===== src/rtl/mul8_pkg.sv =====
// rtl/mul8_pkg.sv - shared widths, FSM states and settle-time limits for mul8_share_ctrl
package mul8_pkg;

  localparam int OP_W    = 8;
  localparam int PROD_W  = 16;
  localparam int LAT_MIN = 1;
  localparam int LAT_MAX = 3;

  typedef enum logic [1:0] {
    IDLE = 2'd0,
    CALC = 2'd1,
    HOLD = 2'd2
  } state_t;

endpackage


===== src/rtl/rr_arb.sv =====
// rtl/rr_arb.sv - combinational round-robin arbiter, searches upward from ptr+1 with wrap
module rr_arb #(
  parameter int NREQ = 4,
  parameter int IDW  = $clog2(NREQ)
) (
  input  logic [NREQ-1:0] i_req,
  input  logic [IDW-1:0]  i_ptr,
  input  logic            i_en,
  output logic [NREQ-1:0] o_gnt,
  output logic [IDW-1:0]  o_idx,
  output logic            o_any
);

  logic [IDW-1:0] w_cand;

  always_comb begin
    o_gnt  = '0;
    o_idx  = '0;
    o_any  = 1'b0;
    w_cand = '0;
    for (int k = 1; k <= NREQ; k++) begin
      w_cand = IDW'((int'(i_ptr) + k) % NREQ);
      if (!o_any && i_req[w_cand]) begin
        o_any = 1'b1;
        o_idx = w_cand;
      end
    end
    if (!i_en) begin
      o_any = 1'b0;
      o_idx = '0;
    end
    if (o_any) begin
      o_gnt[o_idx] = 1'b1;
    end
  end

endmodule


===== src/rtl/mul8_share_ctrl.sv =====
// rtl/mul8_share_ctrl.sv - time-shares one external 8x8 multiplier core among NREQ requesters
module mul8_share_ctrl
  import mul8_pkg::*;
#(
  parameter int NREQ        = 4,
  parameter int LAT         = 1,
  parameter int ZERO_BYPASS = 1,
  parameter int IDW         = $clog2(NREQ)
) (
  input  logic                 clk,
  input  logic                 rst_n,
  input  logic [NREQ-1:0]      req_valid,
  output logic [NREQ-1:0]      req_ready,
  input  logic [OP_W*NREQ-1:0] req_a,
  input  logic [OP_W*NREQ-1:0] req_b,
  output logic                 rsp_valid,
  input  logic                 rsp_ready,
  output logic [IDW-1:0]       rsp_id,
  output logic [PROD_W-1:0]    rsp_p,
  output logic [OP_W-1:0]      core_a,
  output logic [OP_W-1:0]      core_b,
  input  logic [PROD_W-1:0]    core_o,
  output logic                 busy,
  output logic [PROD_W-1:0]    op_cnt
);

  localparam int CNT_W = $clog2(LAT_MAX + 1);

  state_t            r_state;
  state_t            w_next_state;
  logic [IDW-1:0]    r_ptr;
  logic [IDW-1:0]    r_rsp_id;
  logic [CNT_W-1:0]  r_cnt;
  logic [OP_W-1:0]   r_core_a;
  logic [OP_W-1:0]   r_core_b;
  logic [PROD_W-1:0] r_rsp_p;
  logic [PROD_W-1:0] r_op_cnt;
  logic [NREQ-1:0]   w_gnt;
  logic [IDW-1:0]    w_idx;
  logic              w_any;
  logic              w_arb_en;
  logic              w_bypass;
  logic [OP_W-1:0]   w_a;
  logic [OP_W-1:0]   w_b;

  // Grants only from IDLE and never while reset is asserted.
  assign w_arb_en = rst_n && (r_state == IDLE);

  rr_arb #(
    .NREQ (NREQ),
    .IDW  (IDW)
  ) u_arb (
    .i_req (req_valid),
    .i_ptr (r_ptr),
    .i_en  (w_arb_en),
    .o_gnt (w_gnt),
    .o_idx (w_idx),
    .o_any (w_any)
  );

  always_comb begin
    w_a = '0;
    w_b = '0;
    for (int i = 0; i < NREQ; i++) begin
      if (w_gnt[i]) begin
        w_a = req_a[i*OP_W +: OP_W];
        w_b = req_b[i*OP_W +: OP_W];
      end
    end
  end

  assign w_bypass = (ZERO_BYPASS != 0) && ((w_a == '0) || (w_b == '0));

  always_ff @(posedge clk) begin
    if (!rst_n) begin
      r_state <= IDLE;
    end else begin
      r_state <= w_next_state;
    end
  end

  always_comb begin
    w_next_state = r_state;
    case (r_state)
      IDLE: if (w_any) w_next_state = w_bypass ? HOLD : CALC;
      CALC: if (r_cnt == '0) w_next_state = HOLD;
      HOLD: if (rsp_ready) w_next_state = IDLE;
      default: w_next_state = IDLE;
    endcase
  end

  always_comb begin
    req_ready = w_gnt;
    rsp_valid = (r_state == HOLD);
    busy      = (r_state != IDLE);
  end

  // Core operands only move on a non-bypassed accept, so bypass leaves the core untouched.
  always_ff @(posedge clk) begin
    if (!rst_n) begin
      r_ptr    <= IDW'(NREQ - 1);
      r_rsp_id <= '0;
      r_cnt    <= '0;
      r_core_a <= '0;
      r_core_b <= '0;
      r_rsp_p  <= '0;
      r_op_cnt <= '0;
    end else begin
      case (r_state)
        IDLE: begin
          if (w_any) begin
            r_ptr    <= w_idx;
            r_rsp_id <= w_idx;
            if (w_bypass) begin
              r_rsp_p <= '0;
            end else begin
              r_core_a <= w_a;
              r_core_b <= w_b;
              r_cnt    <= CNT_W'(LAT - 1);
            end
          end
        end
        CALC: begin
          if (r_cnt == '0) begin
            r_rsp_p <= core_o;
          end else begin
            r_cnt <= r_cnt - CNT_W'(1);
          end
        end
        HOLD: begin
          if (rsp_ready) begin
            r_op_cnt <= r_op_cnt + PROD_W'(1);
          end
        end
        default: ;
      endcase
    end
  end

  assign rsp_id = r_rsp_id;
  assign rsp_p  = r_rsp_p;
  assign core_a = r_core_a;
  assign core_b = r_core_b;
  assign op_cnt = r_op_cnt;

endmodule


===== config.mk =====
export PLATFORM = sky130hd
export DESIGN_NAME = mul8_share_ctrl
export DESIGN_NICKNAME = d
export VERILOG_FILES = /design/src/rtl/mul8_pkg.sv /design/src/rtl/rr_arb.sv /design/src/rtl/mul8_share_ctrl.sv
export SDC_FILE = /design/constraint.sdc
export NUM_CORES = 1
export LEC_CHECK = 0
export ABC_AREA = 1
export CORE_ASPECT_RATIO = 0.6
export CORE_MARGIN = 4
export CORE_UTILIZATION = 25
export DETAILED_ROUTE_END_ITERATION = 10
export PLACE_DENSITY = 0.56
export SLEW_MARGIN = 20
export SYNTH_ARGS = -nofsm -noshare
export SYNTH_HDL_FRONTEND = slang
export SYNTH_SLANG_ARGS = --single-unit
export TNS_END_PERCENT = 100

===== constraint.sdc =====
create_clock -name clk -period 3.4 [get_ports clk]
set_input_delay 0.34 -clock clk [delete_from_list [all_inputs] [get_ports clk]]
set_output_delay 0.34 -clock clk [all_outputs]
set_load 0.02 [all_outputs]

# Word-level counts from Yosys, hierarchy flattened
# Index checks and enable logic that the tools add are counted.
dict set report op_classes {
  add_sub_neg 6
  mul 0
  div_mod_pow 0
  n_lt_le_gt_ge 6
  n_eq_ne 8
  n_shift 0
  n_mux 42
  n_bitwise 1
  reduce_logical 21
}
# cell n
set ops {}
lappend ops {{8-bit 2-to-1 mux} 8}
lappend ops {{16-bit 2-to-1 mux} 3}
lappend ops {{16-bit case mux with 2 select lines} 1}
lappend ops {{2-bit 2-to-1 mux} 12}
lappend ops {{16-bit by 1-bit adder with 16-bit output, second input constant} 1}
lappend ops {{8-bit logical NOT} 2}
lappend ops {{2-bit by 3-bit less-than comparator with 1-bit output, second input constant} 5}
lappend ops {{1-bit 2-to-1 mux} 10}
lappend ops {{1-bit binary-select mux with 2-bit select} 4}
lappend ops {{2-bit != test, second input constant} 4}
lappend ops {{4-bit AND reduction} 2}
lappend ops {{2-bit case mux with 3 select lines} 1}
lappend ops {{3-bit AND reduction} 2}
lappend ops {{1-bit logical AND} 5}
lappend ops {{2-bit by 1-bit adder with 2-bit output, second input constant} 2}
lappend ops {{2-bit adder, second input constant} 2}
lappend ops {{2-bit logical NOT} 2}
lappend ops {{4-bit 2-to-1 mux} 1}
lappend ops {{2-bit by 1-bit != test with 1-bit output, second input constant} 2}
lappend ops {{2-bit case mux with 2 select lines} 1}
lappend ops {{2-bit AND reduction} 2}
lappend ops {{2-bit nonzero test} 2}
lappend ops {{1-bit logical NOT} 3}
lappend ops {{1-bit demux with 2-bit select} 1}
lappend ops {{6 further kinds} 6}
dict set report totals {
  regBits 56
  latchBits 0
  ram_bits 0
  rom_bits 0
  in_bits 87
  out_inout_bits 56
  elab_cells 92
  mem_count 0
}

# Longest topological paths before layout
# Gate-level depths: netlist of run 1.
dict set report logic_depth {
  depth_word 28
  ltp_mapped 25
  mapped_depth_nobuf 24
}

# Cells and area by module
# From an unflattened synthesis of run 1, not the netlist that was laid out.
dict set report unflattened {
  hier_cells 589
  hier_area_um2 3682.3
}
# module instances cells_per_inst area_each_um2 seq_area_each_um2
set modules_own_cells {}
lappend modules_own_cells {mul8_share_ctrl 1 523 3314.4 1121.1}
lappend modules_own_cells {rr_arb 1 66 367.9 0.0}

# Least setup slack after synthesis of run 1
# Ideal clock, no wire load.
dict set report synth_timing {
  path_kind {flip-flop to flip-flop}
  from {register r_ptr[0]}
  to {register r_rsp_p[10], in the netlist rsp_p[10]}
  setup_time_ps 136
  arrival_time_ps 2437
  required_ps 3264
  setup_slack_ps 827
  stages_incl_launch_ff 23
  n_path_buf 2
  period_less_slack_ps 2573
  cell_sequence {dfxtp_1 -> buf_6 -> nand2_1 -> nand3_1 -> nand2_2 -> nor2_4 -> nand3_2 -> nand2_1 -> nand2_2 -> nand2_4 -> nand2_4 -> nor2_8 -> inv_2 -> or2_0 -> nand2_1 -> nand2_1 -> nor2_1 -> nand2_1 -> nand2_4 -> nand3_4 -> buf_12 -> nand2_2 -> a21oi_2}
}
dict set report synth_via {
  word_cells_on_any_way 48
  cone_classes {add/sub: 4; order compare: 2; eq/ne: 2; mux: 29; reduce/logical: 11}
}
# item line
set synth_rtl {}
lappend synth_rtl {{start: declaration} mul8_share_ctrl.sv:31} ;# logic [IDW-1:0] r_ptr;
lappend synth_rtl {{start signal: assignment} mul8_share_ctrl.sv:101} ;# r_ptr <= IDW'(NREQ - 1);
lappend synth_rtl {{start signal: assignment} mul8_share_ctrl.sv:112} ;# r_ptr <= w_idx;
lappend synth_rtl {{2-bit by 1-bit adder with 2-bit output} rr_arb.sv:22} ;# w_cand = IDW'((int'(i_ptr) + k) % NREQ);
lappend synth_rtl {{1-bit binary-select mux with 2-bit select} rr_arb.sv:23} ;# if (!o_any && i_req[w_cand]) begin
lappend synth_rtl {{1-bit 2-to-1 mux (implied by the code)} rr_arb.sv:23}
lappend synth_rtl {{1-bit 2-to-1 mux} rr_arb.sv:23}
lappend synth_rtl {{1-bit logical NOT} rr_arb.sv:23}
lappend synth_rtl {{1-bit logical AND} rr_arb.sv:23}
lappend synth_rtl {{1-bit 2-to-1 mux} rr_arb.sv:23}
lappend synth_rtl {{1-bit logical NOT} rr_arb.sv:23}
lappend synth_rtl {{[... 9 more ...]} n/a}
lappend synth_rtl {{1-bit demux with 2-bit select} n/a}
lappend synth_rtl {{4-bit 2-to-1 mux *} rr_arb.sv:32} ;# if (o_any) begin
lappend synth_rtl {{via req_ready[3]} mul8_share_ctrl.sv:13} ;# output logic [NREQ-1:0] req_ready,
lappend synth_rtl {{8-bit 2-to-1 mux} mul8_share_ctrl.sv:65} ;# if (w_gnt[i]) begin
lappend synth_rtl {{8-bit logical NOT} mul8_share_ctrl.sv:72} ;# assign w_bypass = (ZERO_BYPASS != 0) && ((w_a == '0) || (w_b == '0));
lappend synth_rtl {{1-bit logical OR *} mul8_share_ctrl.sv:72}
lappend synth_rtl {{2-bit != test (no source line) *} n/a}
lappend synth_rtl {{4-bit AND reduction (no source line) *} n/a}
lappend synth_rtl {{end signal: assignment} mul8_share_ctrl.sv:125} ;# r_rsp_p <= core_o;
lappend synth_rtl {{end: declaration} mul8_share_ctrl.sv:36} ;# logic [PROD_W-1:0] r_rsp_p;
# The timed path passes the listed nets; every way through them passes the cells marked *. The select of a mux whose other input is x is not followed.
# A chain may end at the register's enable or synchronous reset.

# Final worst setup path of run 1
dict set report layout_timing {
  from {input port req_valid[3]}
  to {register r_rsp_p[2], in the netlist rsp_p[2]}
}
dict set report layout_via {
  elab_chain_cells 26
  word_cells_on_any_way 44
  cone_classes {order compare: 2; eq/ne: 2; mux: 29; reduce/logical: 11}
}
# item line
set layout_lines {}
lappend layout_lines {{start: declaration} mul8_share_ctrl.sv:12} ;# input logic [NREQ-1:0] req_valid,
lappend layout_lines {{1-bit binary-select mux with 2-bit select} rr_arb.sv:23}
lappend layout_lines {{1-bit 2-to-1 mux (implied by the code)} rr_arb.sv:23}
lappend layout_lines {{1-bit 2-to-1 mux} rr_arb.sv:23}
lappend layout_lines {{1-bit logical NOT} rr_arb.sv:23}
lappend layout_lines {{1-bit logical AND} rr_arb.sv:23}
lappend layout_lines {{1-bit 2-to-1 mux} rr_arb.sv:23}
lappend layout_lines {{1-bit logical NOT} rr_arb.sv:23}
lappend layout_lines {{1-bit logical AND} rr_arb.sv:23}
lappend layout_lines {{[... 7 more ...]} n/a}
lappend layout_lines {{1-bit 2-to-1 mux (implied by the code)} rr_arb.sv:33} ;# o_gnt[o_idx] = 1'b1;
lappend layout_lines {{1-bit demux with 2-bit select} n/a}
lappend layout_lines {{4-bit 2-to-1 mux} rr_arb.sv:32}
lappend layout_lines {{8-bit 2-to-1 mux (4 in series)} mul8_share_ctrl.sv:65}
lappend layout_lines {{8-bit logical NOT} mul8_share_ctrl.sv:72}
lappend layout_lines {{1-bit logical OR} mul8_share_ctrl.sv:72}
lappend layout_lines {{2-bit != test (no source line)} n/a}
lappend layout_lines {{4-bit AND reduction (no source line) *} n/a}
# Mark *: on every way between the ends. The rest lies on a longest branch, timed or not. The select of a mux whose other input is x is not followed.

==> results of run 1 <==
==> flip-flops by register name, summed over array words and instances (netlist names) <==
| signal | cells |
|---|---|
| r_cnt | 2 |
| op_cnt | 16 |
| rsp_p | 16 |
| core_b | 8 |
| rsp_id | 2 |
| core_a | 8 |
| r_state | 2 |
| r_ptr | 2 |
==> what timing repair did <==
action                     4_1_cts  5_1_grt
buffers inserted                 0        2
resized for setup                0        3
setup endpoints to repair        0       34
==> critical path, delay by kind of cell <==
| kind | cells | cell delay, ns |
|---|---|---|
| and+or+nand+nor | 16 | 1.82 |
| buffers and inverters | 3 | 0.75 |
| AOI/OAI and AO/OA | 2 | 0.27 |
==> cell usage in the layout (no fill, tap or decap), drive strengths merged <==
master and count:
a21boi 1, a21oi 47, buf 11, bufinv 1, clkbuf 6, clkdlybuf4s50 141
dfxtp 56, dlymetal6s2s 1, ha 2, inv 55, nand2 137, nand3 33
nand3b 1, nand4 15, nor2 64, nor3 5, nor4 1, o21a 2
o21ai 30, o31ai 1, or2 1, xor2 2
==> worst max-delay path by stage <==
stage / startpoint / end / slack, ns
floorplan: r_ptr[0] / rsp_p[10] / 0.83
global placement: req_valid[3] / rsp_p[4] / 0.16
detailed placement: req_valid[0] / rsp_p[1] / 0.13
CTS: r_ptr[0] / req_ready[0] / 0.11
global route: req_valid[2] / rsp_p[2] / 0.01
finish: req_valid[3] / rsp_p[2] / 0.34
==> routing by layer <==
metal	global-route usage, %	vias up	routed length (um)
met4	1.70	0	15
li1	-	1790	-
met5	0	-	0
met3	5.68	2	852
met2	21.0	99	4210
met1	18.9	1503	5060
==> metrics by stage <==
stage | cell area, um^2 | util [%] | setup slack, ns | hold WS (ns)
floorplan | 3150 | - | 0.827 | 0.474
global placement | 4720 | 38.7 | 0.164 | 0.439
detailed placement | 4720 | 38.7 | 0.130 | 0.459
CTS | 4880 | 40.1 | 0.113 | 0.471
global route | 4930 | 40.4 | 0.0104 | 0.489
finish | 4930 | 40.4 | 0.341 | 0.466
==> where the power goes <==
group          internal [W]  switching (W)
combinational       0.00103        0.00172
sequential         0.000829       0.000113
clock              0.000351       0.000243
total               0.00221        0.00207
==> cell families after synthesis <==
family | share of synthesized area, %
xor gates and xnor gates | 0.557
AOI/OAI and AO/OA | 14.6
DFF | 35.6
buffers and inverters | 10.6
and+or+nand+nor | 37.8
adders and majority gates | 0.795
==> final cells by class <==
cell class | instances | area (um^2) | area share, %
inverter | 54 | 205 | 4.17
sequential | 56 | 1120 | 22.8
multi-input combinational | 342 | 1710 | 34.6
timing repair buffer | 153 | 1520 | 30.8
clock buffer | 6 | 129 | 2.62
clock inverter | 2 | 38.8 | 0.787
tap | 165 | 206 | 4.19
==> summary.txt, run 1 <==
Timing
  – Setup TNS: 0 ns
  – Final setup violation count: 0
  – Final clock skew: 0.00961 ns
  – Slew of the pin with the lowest slew margin: 0.978 ns
  – Min Tclk post-route: 3.06 ns
  – Slew Viols, Final: 0
  – Hold Fails Final Rpt: 0
  – Slew HR: 34.6%
  – Fin crit share: 90.0%
  – RSZ-0062 raised after global routing: no
  – Fmax: 327 MHz

Yosys
  – Area leader, netlist: dfxtp_1
  – Async set-reset flop share out of synthesis: 0%
  – Most frequent cell after synthesis: nand2_1
  – Most frequent cells after synthesis: nand2_1 (119), nor2_1 (57), dfxtp_1 (56)
  – Avg Cell Area, Syn: 6.71 um^2
  – Post-synthesis sequential area ratio: 35.6%
  – Top post-synthesis cells by area: dfxtp_1 (36%), nand2_1 (14%), nor2_1 (6.8%)
  – Post-synth top area share: 35.6%
  – Mapped Area: 0.00315 mm^2
  – Post-synth EDFFs: 0
  – Netlist cell types: 33
  – #FFs+latches synth: 56
  – Top FF cell, synth: dfxtp_1
  – Gate Count Post-Synth: 469
  – Syn_nets: 558
  – Synthesis Warnings: 0

Worst setup path
  – Required @ worst endpoint: 3.57 ns
  – Largest stage delay, worst path: 0.50 ns
  – Max stage delay cell, worst path: clkdlybuf4s50_1
  – Critical path class: input pin to register
  – Reg-to-Reg End: rsp_p[2]
  – Setup slack, reg-to-reg: 0.37 ns
  – Startpoint Class: input pin
  – R2R depth: 20
  – RR Startpoint: r_ptr[0]
  – CP endpoint kind: register
  – Critical path arrival: 3.22 ns
  – Crit path max fanout: 13
  – Most used cell, CP: nand2_1
  – Cells along the critical path: clkdlybuf4s50_1 -> inv_1 -> nand2_1 -> nand2_1 -> nand2_1 -> nand2_1 -> o21ai_0 -> nand3_2 -> nand3_1 -> nor2_4 -> nand2_1 -> nand3_1 -> nor2_1 -> nand2_1 -> nor2_1 -> nand2_1 -> nand2_4 -> nand3_4 -> buf_12 -> nand2_1 -> a21oi_1

Route
  – DRC Markers: 0
  – Routed Antenna Nets: 0
  – Avg WL per Cell: 13.0 um
  – Via Count: 3394
  – Vias per std cell: 4.36
  – Initial DRT Pass Iterations: 4
  – DR iter-0 viols: 105
  – Final wirelength: 10.1 mm

GRT
  – First-pass GRT wire length: 16.3 mm
  – Total GRT Usage: 13.8%
  – Initial antenna violation count: 0
  – Vias in the first global route: 3329
  – Gr ovfl total: 0
  – Largest net degree at the start of global routing: 33

Place
  – Dpl cells: 767
  – Hpwl dp: 8.13 mm
  – Routability Congestion: 0.858
  – I/O Buffers: 142

Finish
  – N_diodes: 0
  – Fillers: 1283
  – Final std cells w/o fill: 778
  – Fraction of layout instances using a drive strength above 1: 10.4%
  – Layout area overhead: 56.5%
  – Nets@finish: 701

Die
  – Full die area: 0.0145 mm^2
  – Row Count: 31
  – IO Pins: 143
  – Initial Util: 25.8%
  – Die Y: 94.9 um
  – Die extent in x: 153 um
  – Core area: 0.0122 mm^2

Worst hold path
  – HP Class: register to register
  – Hold Crit Depth: 2
  – Min-delay src: rsp_p[15]
  – Hold Path End: rsp_p[15]

Clock network
  – CTS H-Tree Depth: 2
  – Deepest clock path buffer count: 2
  – Clk_lat worst skew: 0.29 ns
  – CTS hold repair buffers: 0
  – Clock Sinks: 56
  – Num CTS Buffers: 5
  – CTS tree: done
  – Clk root buf: clkbuf_16
  – Reg clk slew, reported paths: 0.07 ns

Pwr
  – LEAKAGE: 2.04 nW
  – Worst VDD drop: 0.394 mV
  – Pwr Density: 869 mW/mm^2
  – Total power: 0.00428 W

Run status
  – Status: complete, no violations

Flow run
  – Max-cap violations: 0
Note: power is estimated with default switching activity, not from simulation.
==> run 2, diff against run 1 <==
--- a/config.mk
+++ b/config.mk
@@ -5,12 +5,13 @@
 export SDC_FILE = /design/constraint.sdc
 export NUM_CORES = 1
 export LEC_CHECK = 0
-export ABC_AREA = 1
 export CORE_ASPECT_RATIO = 0.6
 export CORE_MARGIN = 4
 export CORE_UTILIZATION = 25
 export DETAILED_ROUTE_END_ITERATION = 10
-export PLACE_DENSITY = 0.56
+export GPL_TIMING_DRIVEN = 0
+export PLACE_DENSITY = 0.55
+export RECOVER_POWER = 25
 export SLEW_MARGIN = 20
 export SYNTH_ARGS = -nofsm -noshare
 export SYNTH_HDL_FRONTEND = slang
==> summary.txt, run 2 <==
Yosys
  – Mux contribution to synthesized area: 0.631%
  – Async set-reset flop share out of synthesis: 0%
  – Top post-synthesis cells by area: dfxtp_1 (33%), nand2_1 (7.4%), a311o_1 (5.1%)
  – Synthesized-area fraction occupied by and/or/nand/nor cells: 24.8%
  – Post-synth EDFFs: 0
  – Netlist cell types: 55
  – Post-synth top area share: 33.3%
  – Area leader, netlist: dfxtp_1
  – Post-synthesis sequential area ratio: 33.3%
  – Top FF cell, synth: dfxtp_1
  – Most frequent cell after synthesis: nand2_1
  – Synthesis Warnings: 0
  – Gate Count Post-Synth: 415
  – Synthesized-area fraction occupied by adder cells: 0.743%
  – Avg Cell Area, Syn: 8.12 um^2
  – Syn_nets: 504
  – Main combinational cell family by area after synthesis: compound AO/OA/AOI/OAI gates
  – Xor/xnor cell area share of the yosys netlist: 3.90%
  – #FFs+latches synth: 56
  – Post-synthesis compound-gate area fraction: 30.7%
  – Most frequent cells after synthesis: nand2_1 (66), dfxtp_1 (56), clkbuf_1 (29)
  – Mapped Area: 0.00337 mm^2

Run status
  – Status: complete, no violations

Place
  – Dpl cells: 727
  – Dpl cell area: 0.00500 mm^2
  – I/O Buffers: 142
  – Routability Congestion: 0.900
  – Hpwl dp: 10.6 mm

Timing
  – Hold Fails Final Rpt: 0
  – Final clock skew: 0.0131 ns
  – Fin crit share: 96.0%
  – Setup TNS: 0 ns
  – Fmax: 306 MHz
  – Slew Viols, Final: 0
  – Slew of the pin with the lowest slew margin: 0.527 ns
  – Min Tclk post-route: 3.26 ns
  – Slew HR: 64.9%
  – Final setup violation count: 0

Die
  – Initial Util: 25.9%
  – Die Y: 97.9 um
  – Die extent in x: 158 um
  – Row Count: 32
  – Core area: 0.0130 mm^2
  – IO Pins: 143
  – Full die area: 0.0155 mm^2

Worst setup path
  – Max stage delay cell, worst path: clkdlybuf4s50_1
  – Most used cell, CP: clkdlybuf4s50_1
  – Crit path from: req_valid[2]
  – R2R depth: 11
  – Crit-path leading delay family: buffers and inverters
  – Crit path buffers/inverters: 3
  – Worst path depth: 7
  – Reg-to-Reg End: core_b[0]
  – Critical path class: input pin to output port
  – RR Startpoint: r_ptr[0]
  – Crit path to: req_ready[3]
  – CP endpoint kind: output port
  – Cells along the critical path: clkdlybuf4s50_1 -> nor2_1 -> a311o_1 -> nor3_2 -> and2_2 -> clkbuf_2 -> clkdlybuf4s50_1
  – Required @ worst endpoint: 3.06 ns
  – Crit path max fanout: 10
  – Largest stage delay, worst path: 0.68 ns
  – Setup slack, reg-to-reg: 0.24 ns
  – Critical path arrival: 2.92 ns
  – Startpoint Class: input pin

Clock network
  – Clk_lat worst skew: 0.30 ns
  – Clock Sinks: 56
  – CTS H-Tree Depth: 2
  – Num CTS Buffers: 5
  – CTS tree: done
  – Deepest clock path buffer count: 2
  – Reg clk slew, reported paths: 0.08 ns
  – Clk root buf: clkbuf_16

Finish
  – Final std cells w/o fill: 740
  – Commonest non-fill, non-tap cell in the layout: clkdlybuf4s50_1
  – Cell area after layout: 0.00535 mm^2
  – Fraction of layout instances using a drive strength above 1: 13.0%
  – Most frequent cells in the layout: clkdlybuf4s50_1 (111), nand2_1 (66), dfxtp_1 (55)
  – N_diodes: 0
  – Layout area overhead: 58.9%
  – Post-layout util: 41.1%
  – Fillers: 1303
  – Nets@finish: 658

GRT
  – Initial antenna violation count: 0
  – Total GRT Usage: 16.8%
  – First-pass GRT wire length: 20.8 mm
  – Vias in the first global route: 3856
  – Largest net degree at the start of global routing: 20
  – Gr ovfl total: 0

Route
  – Routed Antenna Nets: 0
  – Final wirelength: 13.6 mm
  – DR iter-0 viols: 256
  – Vias per std cell: 5.32
  – Initial DRT Pass Iterations: 5
  – Via Count: 3938
  – DRC Markers: 0
  – Avg WL per Cell: 18.4 um

Pwr
  – Switch Pwr: 0.00179 W
  – Comb pwr share: 62.4%
  – Seq pwr share: 23.7%
  – Worst VDD drop: 0.388 mV
  – Pwr Density: 734 mW/mm^2
  – Int Power: 0.00214 W
  – LEAKAGE: 2.02 nW
  – Clk pwr share: 13.9%
  – Net Sw Frac: 45.6%

Flow run
  – Max-cap violations: 0

Worst hold path
  – HP Class: register to register
-- run 2: cell count changes after synthesis, moves of 14 or more --
cell and delta:
a21oi_1 -15, inv_1 -45, a311o_1 +17, nand2_2 -14
nand3_1 -20, o2111ai_1 +16, a22oi_1 +14, clkbuf_1 +22
nor2_1 -29, nand2_1 -53
-- run 2: worst min path at each step --
| stage | start | end | slack (ns) | cells after the start |
|---|---|---|---|---|
| detailed placement | rsp_p[1] | rsp_p[1] | 0.45 | 2 |
| CTS | rsp_p[1] | rsp_p[1] | 0.46 | 2 |
| finish | rsp_p[1] | rsp_p[1] | 0.46 | 2 |
| global placement | rsp_p[1] | rsp_p[1] | 0.43 | 2 |
| global route | rsp_p[7] | rsp_p[7] | 0.48 | 2 |
| floorplan | core_o[10] | rsp_p[10] | 0.45 | 2 |
-- run 2: power by group through the flow --
| stage | Combinational (W) | Sequential (W) | Clock, W |
|---|---|---|---|
| global route | 0.00266 | 0.000951 | 0.000593 |
| CTS | 0.00232 | 0.000930 | 0.000564 |
| global placement | 0.00214 | 0.000935 | 0 |
| floorplan | 0.00124 | 0.00107 | 0 |
| finish | 0.00245 | 0.000932 | 0.000547 |
| detailed placement | 0.00218 | 0.000938 | 0 |
-- run 2: worst register-to-register path: cells and delay by family, from the launching register on --
family	cells	cell delay (ns)
buffers and inverters	3	0.57
DFF	1	0.36
AOI/OAI and AO/OA	4	1.19
and+or+nand+nor	4	0.95
-- run 2: layout make-up --
type / instances / area, um^2 / share of cell area (%)
Multi-Input combinational cell: 316 / 2170 / 40.6
Timing Repair Buffer: 151 / 1490 / 27.8
Sequential cell: 56 / 1120 / 21.0
Tap cell: 170 / 213 / 3.97
Buffer: 36 / 195 / 3.65
Clock buffer: 5 / 125 / 2.34
Clock inverter: 3 / 27.5 / 0.514
Inverter: 3 / 11.3 / 0.210
-- run 2: layer usage --
layer	wire length (um)	GRT usage [%]	part of all wire, %
met5	0	0	0
met4	108	2.31	0.79
met3	1700	6.60	12
met2	5480	23.5	40
met1	6330	24.9	46
-- run 2: cell families (layout without fill, tap and decap cells) --
kind of cell,count (synthesis),count (layout)
xor+xnor,15,15
fa+ha+maj,2,2
compound gates,131,131
simple gates,166,166
buf+inv,43,198
mux,2,2
flops,56,56
-- run 2: repair_timing --
| item | 4_1_cts | 5_1_grt |
|---|---|---|
| buffers inserted | 4 | 4 |
| endpoints found under the setup margin | 37 | 36 |
| gates resized for setup | 21 | 21 |
| pin swaps | 6 | 7 |
| gates cloned | 1 | 0 |
| hold buffers | 0 | 0 |
-- run 2: stage by stage --
| step | hold WS, ns | power [W] | setup WS, ns |
|---|---|---|---|
| CTS | 0.464 | 0.00382 | 0.00244 |
| detailed placement | 0.449 | 0.00312 | -0.821 |
| global route | 0.485 | 0.00420 | -0.00686 |
| global placement | 0.435 | 0.00307 | -0.727 |
| floorplan | 0.453 | 0.00231 | 0.460 |
| finish | 0.462 | 0.00393 | 0.137 |
